### config.mk
export PLATFORM = sky130hd
export DESIGN_NAME = regfile_dump
export DESIGN_NICKNAME = d
export VERILOG_FILES = /design/src/rtl/regfile_dump.sv
export SDC_FILE = /design/constraint.sdc
export NUM_CORES = 1
export LEC_CHECK = 0
export CAP_MARGIN = 20
export CELL_PAD_IN_SITES_DETAIL_PLACEMENT = 1
export CELL_PAD_IN_SITES_GLOBAL_PLACEMENT = 2
export CORE_MARGIN = 2
export CORE_UTILIZATION = 23
export CTS_CLUSTER_SIZE = 40
export DETAILED_ROUTE_END_ITERATION = 6
export PLACE_DENSITY_LB_ADDON = 0.1
export SLEW_MARGIN = 20
export SYNTH_ARGS = -nofsm -noshare
export SYNTH_HDL_FRONTEND = slang
export SYNTH_SLANG_ARGS = --single-unit
### constraint.sdc
create_clock -name Clk -period 1.8 [get_ports Clk]
set_input_delay 0.36 -clock Clk [delete_from_list [all_inputs] [get_ports Clk]]
set_output_delay 0.36 -clock Clk [all_outputs]
set_load 0.005 [all_outputs]
### src/rtl/regfile_dump.sv
// Sequential dumper for the LC-3 register file: walks the SR1 read select over
// R0..R(NUM_REGS-1) and streams each captured word with its index on a valid/ready port.
module regfile_dump #(
  parameter int NUM_REGS = 8,
  parameter int IDX_W    = 3
) (
  input  logic             Clk,
  input  logic             Reset,
  input  logic             Start,
  output logic [IDX_W-1:0] Rd_Sel,
  input  logic [15:0]      Rd_Data,
  output logic [15:0]      Out_Data,
  output logic [IDX_W-1:0] Out_Idx,
  output logic             Out_Valid,
  input  logic             Out_Ready,
  output logic             Busy,
  output logic             Done,
  output logic [1:0]       Dbg_State
);

  typedef enum logic [1:0] {
    S_IDLE    = 2'd0,
    S_CAPTURE = 2'd1,
    S_SEND    = 2'd2,
    S_DONE    = 2'd3
  } state_t;

  localparam logic [IDX_W-1:0] LAST_IDX = IDX_W'(NUM_REGS - 1);

  state_t           state, state_nxt;
  logic [IDX_W-1:0] idx, idx_nxt;
  logic             capture;
  logic             handshake;

  // Stream handshake: a word transfers on a rising Clk edge where Out_Valid and
  // Out_Ready are both high. Once raised, Out_Valid stays high and Out_Data/Out_Idx
  // stay stable until that transfer; Out_Ready may toggle freely.
  assign handshake = (state == S_SEND) && Out_Ready;

  always_ff @(posedge Clk) begin
    if (Reset) begin
      state <= S_IDLE;
      idx   <= '0;
    end else begin
      state <= state_nxt;
      idx   <= idx_nxt;
    end
  end

  always_comb begin
    state_nxt = state;
    idx_nxt   = idx;
    capture   = 1'b0;
    case (state)
      S_IDLE: begin
        idx_nxt = '0;
        if (Start) state_nxt = S_CAPTURE;
      end
      S_CAPTURE: begin
        capture   = 1'b1;
        state_nxt = S_SEND;
      end
      S_SEND: begin
        if (Out_Ready) begin
          if (idx == LAST_IDX) begin
            idx_nxt   = '0;
            state_nxt = S_DONE;
          end else begin
            idx_nxt   = idx + IDX_W'(1);
            state_nxt = S_CAPTURE;
          end
        end
      end
      S_DONE: begin
        idx_nxt   = '0;
        state_nxt = S_IDLE;
      end
      default: begin
        idx_nxt   = '0;
        state_nxt = S_IDLE;
      end
    endcase
  end

  // The word reflects the file as read during CAPTURE; a write landing on this
  // same edge is not visible here.
  always_ff @(posedge Clk) begin
    if (Reset) begin
      Out_Data  <= 16'h0000;
      Out_Idx   <= '0;
      Out_Valid <= 1'b0;
    end else begin
      if (capture) begin
        Out_Data  <= Rd_Data;
        Out_Idx   <= idx;
        Out_Valid <= 1'b1;
      end else if (handshake) begin
        Out_Valid <= 1'b0;
      end
    end
  end

  assign Rd_Sel    = idx;
  assign Busy      = (state == S_CAPTURE) || (state == S_SEND);
  assign Done      = (state == S_DONE);
  assign Dbg_State = state;

endmodule

==> results of run 1 <==
per-stage QoR:
step           worst slack [ns]    util  hold WS (ns)
4_1_cts                 0.06776  0.3941        0.5098
5_1_grt                 0.02567  0.3941        0.5169
6_report                0.09493  0.3941        0.5007
3_5_place_dp             0.1396  0.3797        0.4840
2_1_floorplan            0.3692       -        0.4805
3_3_place_gp             0.1678  0.3797        0.4710
cells in the final DEF, fill, tap and decap left out, types with 2 or more instances in the layout:
cell             count
ha_1                 5
dfxtp_2              2
mux2i_1             19
a21oi_1              4
nor2b_1              2
buf_4                4
clkdlybuf4s50_1     45
dfxtp_1             23
inv_2                2
nor2_1              20
clkbuf_8             3
o21ai_0              4
nand2_1              2
nand4_1              2
metal layers:
layer,routed length [µm],global-route usage,vias to the layer above
met5,0,0,-
li1,-,-,435
met3,161,0.03463,0
met2,1301,0.1894,34
met1,1161,0.1315,431
met4,0,0.02564,0
area by class of cell:
cell class                      instances  area [µm²]
Fill cell                             458        2476
Timing Repair Buffer                   51       509.2
Sequential cell                        25       503.0
Multi-Input combinational cell         65       479.2
Tap cell                               50       62.56
Clock buffer                            4       45.04
Inverter                                3       11.26
synthesized netlist by cell type:
library cell	n
inv_1	3
nor2b_1	2
nor2_1	20
nand2_1	2
clkbuf_1	3
or4b_1	1
and2b_2	1
o311ai_1	1
o211a_1	1
a21oi_1	4
o41ai_1	1
and2_2	1
nand4_1	2
ha_1	6
mux2i_1	19
o21ai_0	4
dfxtp_1	25
buf_2	2
sequential cells by signal, indices dropped and copies added (netlist names):
name / count
Out_Data: 16
Out_Idx: 3
Rd_Sel: 3
Dbg_State: 2
Out_Valid: 1
timing repair:
action / in CTS / in global routing
resized for setup: 6 / 0
hold buffers: 0 / 0
endpoints found under the hold margin: 0 / 0
endpoints found under the setup margin: 1 / 0
logic make-up after synthesis:
| group | count (synthesis) | share of synthesized area |
|---|---|---|
| fa+ha+maj | 6 | 0.07509 |
| mux | 19 | 0.1902 |
| flops | 25 | 0.5006 |
| buf+inv | 8 | 0.03254 |
| compound gates | 11 | 0.06759 |
| simple gates | 29 | 0.1339 |
worst paths after layout:
check	slack, ns	from	endpoint	depth (start not counted)
setup reg to reg	0.24	Dbg_State[1]	Dbg_State[0]	5
setup / recovery	0.09	Dbg_State[0]	Done	3
hold reg to reg	0.50	Out_Data[7]	Out_Data[7]	2
hold / removal	0.50	Out_Data[7]	Out_Data[7]	2
worst min-delay path, cell delays in order, from the launching register on:
cell	delay, ns
dfxtp_1	0.33
mux2i_1	0.06
nor2_1	0.07
power groups by stage:
| stage | clock [mW] | combinational, mW | sequential, mW |
|---|---|---|---|
| final | 0.325 | 0.572 | 0.662 |
| after global routing | 0.366 | 0.627 | 0.671 |
| after CTS | 0.345 | 0.586 | 0.663 |
| after detailed placement | 0 | 0.571 | 0.671 |
| after global placement | 0 | 0.553 | 0.667 |
| after floorplan | 0 | 0.258 | 0.681 |
==> out/results.ini, run 1 <==
[status]
outcome=finished, final reports clean

[timing]
slew_headroom=0.7209
max_freq_mhz=586.5
fin_crit_sh=0.9473
fin_crit_ns=1.705
clock_skew_ns=0.003104
setup_viol=0
drv_slew=0
hold_viol=0
rsz0062_at_grt=false
fin_tns_setup_ns=0
worst_pin_slew_ns=0.4178

[route]
drtIter0Drc=29
wire_per_inst_um=13.25
num_vias=900
post-route-drc-count=0
viasPerCell=4.545
ant_nets=0
drtPass1Iterations=4
totalWireLength_um=2624

[floorplan]
core_um2=4086
die_w_um=69.93
initial_core_util=0.2446
ios=47
dieHeight_um=69.93
row_count=23
die-area_um2=4890

[critical_path]
start_kind=flop
cp_top_family=buffers and inverters
required_ns=1.44
cp.arrival_ns=1.35
crit_path_top_delay_cell=clkdlybuf4s50_1
end_kind=output pin
slowest_delay_ns=0.44
cp_cell_sequence=buf_4 > ha_1 > clkdlybuf4s50_1
cp_max_fo=4
worst-setup-path-type=reg2out
cp_num_buf_inv=2

[synth]
yosysTopAreaCell=dfxtp_1
post_synth.cell_area_avg_um2=10.20
synthTopCellsByArea=dfxtp_1 50%, mux2i_1 19%, ha_1 7.5%, nor2_1 7.5%, a21oi_1 2.0%
syn_area_um2=999.7
synthCells=98
ys_ff_latch=25
ys.warnings.count=0
synth_top_area_share=0.5006
synthesis.nets=124
seq_area_frac_synth=0.5006
yosysUniqueCellTypes=18

[finish]
drive_above_1_share=0.1014
instances_no_fill=198
fin_area_um2=1610
diodes=0
area_growth_pct=61.08
nets=175

[clock_network]
htree_levels=1
clock_sinks=25
cts_buffers=3
cts_tree=built
cts_max_path_buffers=2
post_cts_buffers=0
clkTransAtPathRegs_ns=0.08
root_buffer=clkbuf_8
insertion_delay_ns=0.26

[pwr]
switching_share=0.2796
power_mw=1.559
clkPwrFrac=0.208
power_frac_comb=0.367
internal-power_mw=1.123
pwr-share-seq=0.425
power.density_nw_per_um2=968.2
power.leakage_nw=0.6299
max-vdd-ir-drop_uv=424.1
p_switching_mw=0.4359

[grt]
grt_pass1_vias=904
antenna_found_initial=0
grt_overflow_total=0
grt_pass1_wl_um=4333
grt_util_all_layers=0.1093
grt_max_degree=21

[run]
maxCapViolCount=0

[worst_hold_path]
hp-class=reg2reg

[placement]
portBuffers=46
dpl_cell_area_um2=1551
dp.final_hpwl_um=1991
place_congestion=0.7118
dp.cells=194

(Power assumes the default switching activity.)
==> run 2, diff against run 1 <==
--- a/config.mk
+++ b/config.mk
@@ -13,6 +13,7 @@
 export CTS_CLUSTER_SIZE = 40
 export DETAILED_ROUTE_END_ITERATION = 6
 export PLACE_DENSITY_LB_ADDON = 0.1
+export SKIP_CTS_REPAIR_TIMING = 1
 export SLEW_MARGIN = 20
 export SYNTH_ARGS = -nofsm -noshare
 export SYNTH_HDL_FRONTEND = slang
==> out/results.ini, run 2 (synthesis results as in run 1) <==
[timing]
setup_viol=0  ; unchanged
hold_viol=0  ; unchanged
fin_crit_sh=0.9473  ; about the same
fin_tns_setup_ns=0  ; unchanged
fin_crit_ns=1.705  ; +0.00001930 ns
rsz0062_at_grt=false
worst_pin_slew_ns=0.4286  ; +0.01084 ns
slew_headroom=0.7137  ; -0.007243
drv_slew=0  ; unchanged
clock_skew_ns=0.003104  ; unchanged
max_freq_mhz=586.5  ; about the same

[critical_path]
end_kind=output pin
worstReg2RegEnd=Dbg_State[0]
ff2ff_path_depth=5  ; unchanged
cp_cell_sequence=buf_4 > ha_1 > clkdlybuf4s50_1
cp_num_buf_inv=2  ; unchanged
start_kind=flop
slowest_delay_ns=0.44  ; about the same
r2r_start=Dbg_State[1]
cp_num_cells=3  ; unchanged
cp_top_family=buffers and inverters
cp_max_fo=4  ; unchanged
cp.arrival_ns=1.35  ; about the same
worst-setup-path-type=reg2out
required_ns=1.44  ; about the same
crit_path_top_delay_cell=clkdlybuf4s50_1
reg2reg_slack_ns=0.23  ; about the same

[clock_network]
htree_levels=1  ; unchanged
cts_tree=built
insertion_delay_ns=0.26  ; about the same
root_buffer=clkbuf_8
clkTransAtPathRegs_ns=0.08  ; about the same
cts_max_path_buffers=2  ; unchanged
clock_sinks=25  ; unchanged
cts_buffers=3  ; unchanged

[grt]
antenna_found_initial=0  ; unchanged
grt_use_met3=0.03463  ; unchanged
met1_usage=0.1315  ; unchanged
grt_max_degree=21  ; unchanged
grt_pass1_vias=899  ; -0.55%
grt.busiest_layer=met2
grt_pass1_wl_um=4312  ; -0.48%
grt_overflow_total=0  ; unchanged
grt_util_all_layers=0.1090  ; -0.0003004
use_met2=0.1884  ; -0.001058

[route]
post-route-drc-count=0  ; unchanged
ant_nets=0  ; unchanged
drtIter0Drc=26  ; -10%
viasPerCell=4.528  ; -0.39%
totalWireLength_um=2635  ; +0.42%
wire_per_inst_um=13.24  ; about the same
drtPass1Iterations=4  ; unchanged
num_vias=901  ; +0.11%

[finish]
diodes=0  ; unchanged
layout_commonest_cell=clkdlybuf4s50_1
drive_above_1_share=0.1074  ; +0.006031
fin_util=0.3968  ; +0.002756
regMostFlops=Out_Data
nets=176  ; +0.57%
area_growth_pct=62.20
final_cell_mix=45 x clkdlybuf4s50_1, 23 x dfxtp_1, 20 x nor2_1
largest_reg_flops=16  ; unchanged

[floorplan]
dieHeight_um=69.93  ; unchanged
row_count=23  ; unchanged
core_um2=4086  ; unchanged
ios=47  ; unchanged
die_w_um=69.93  ; unchanged
die-area_um2=4890  ; unchanged
initial_core_util=0.2446  ; unchanged

[pwr]
pwr-share-seq=0.421  ; -0.004
switching_share=0.2789  ; -0.0006995
clkPwrFrac=0.206  ; -0.002
power.leakage_nw=0.6452  ; +2.4%
p_switching_mw=0.4386  ; +0.61%
internal-power_mw=1.134  ; +0.97%
max-vdd-ir-drop_uv=424.1  ; about the same
power.density_nw_per_um2=969.8  ; +0.17%
power_mw=1.573  ; +0.87%
power_frac_comb=0.373  ; +0.006

[worst_hold_path]
hp-start=Out_Data[7]
hp-class=reg2reg
whs_path_depth=2  ; unchanged
holdPathEnd=Out_Data[7]

[status]
outcome=finished, final reports clean

[run]
maxCapViolCount=0  ; unchanged

[placement]
dp.final_hpwl_um=1991  ; unchanged
place_congestion=0.7118  ; unchanged
portBuffers=46  ; unchanged

==> run 2: metal layers <==
| metal | part of all wire | wire (µm) | vias up |
|---|---|---|---|
| li1 | - | - | 436 |
| met2 | 0.49 | 1303 | 32 |
| met1 | 0.44 | 1172 | 433 |
| met5 | 0 | 0 | - |
| met4 | 0 | 0 | 0 |
| met3 | 0.060 | 159 | 0 |
==> run 2: power groups by stage <==
stage          combinational (mW)  clock (mW)  sequential (mW)
6_report                    0.586       0.325            0.662
5_1_grt                     0.641       0.366            0.671
4_1_cts                     0.573       0.345            0.659
3_5_place_dp                0.571           0            0.671
3_3_place_gp                0.553           0            0.667
2_1_floorplan               0.258           0            0.681
==> run 2: cell type report <==
class | count | area (µm²)
Clock buffer | 4 | 45.04
Timing Repair Buffer | 52 | 520.5
Fill cell | 456 | 2465
Multi-Input combinational cell | 65 | 479.2
Inverter | 3 | 11.26
Tap cell | 50 | 62.56
Sequential cell | 25 | 503.0
==> run 2: worst max-delay path by stage <==
stage	from	end	slack, ns
floorplan	Dbg_State[0]	Rd_Sel[0]	0.37
global placement	Out_Ready	Rd_Sel[0]	0.17
detailed placement	Out_Ready	Rd_Sel[0]	0.14
CTS	Dbg_State[0]	Busy	-0.14
global route	Dbg_State[0]	Done	0.03
finish	Dbg_State[0]	Done	0.09
==> run 2: stage by stage <==
step,setup slack (ns),hold slack [ns],instance area [µm²],instances
final,0.09491,0.5007,1622,199
after global routing,0.02567,0.5169,1622,199
after CTS,-0.1395,0.5098,1597,198
after detailed placement,0.1396,0.4840,1551,194
after global placement,0.1678,0.4710,1551,194
after floorplan,0.3692,0.4805,999.7,98
==> run 2: tightest hold or removal path, cell delays in order, from the launching register on <==
cell and delay [ns]:
dfxtp_1 0.33, mux2i_1 0.06, nor2_1 0.07
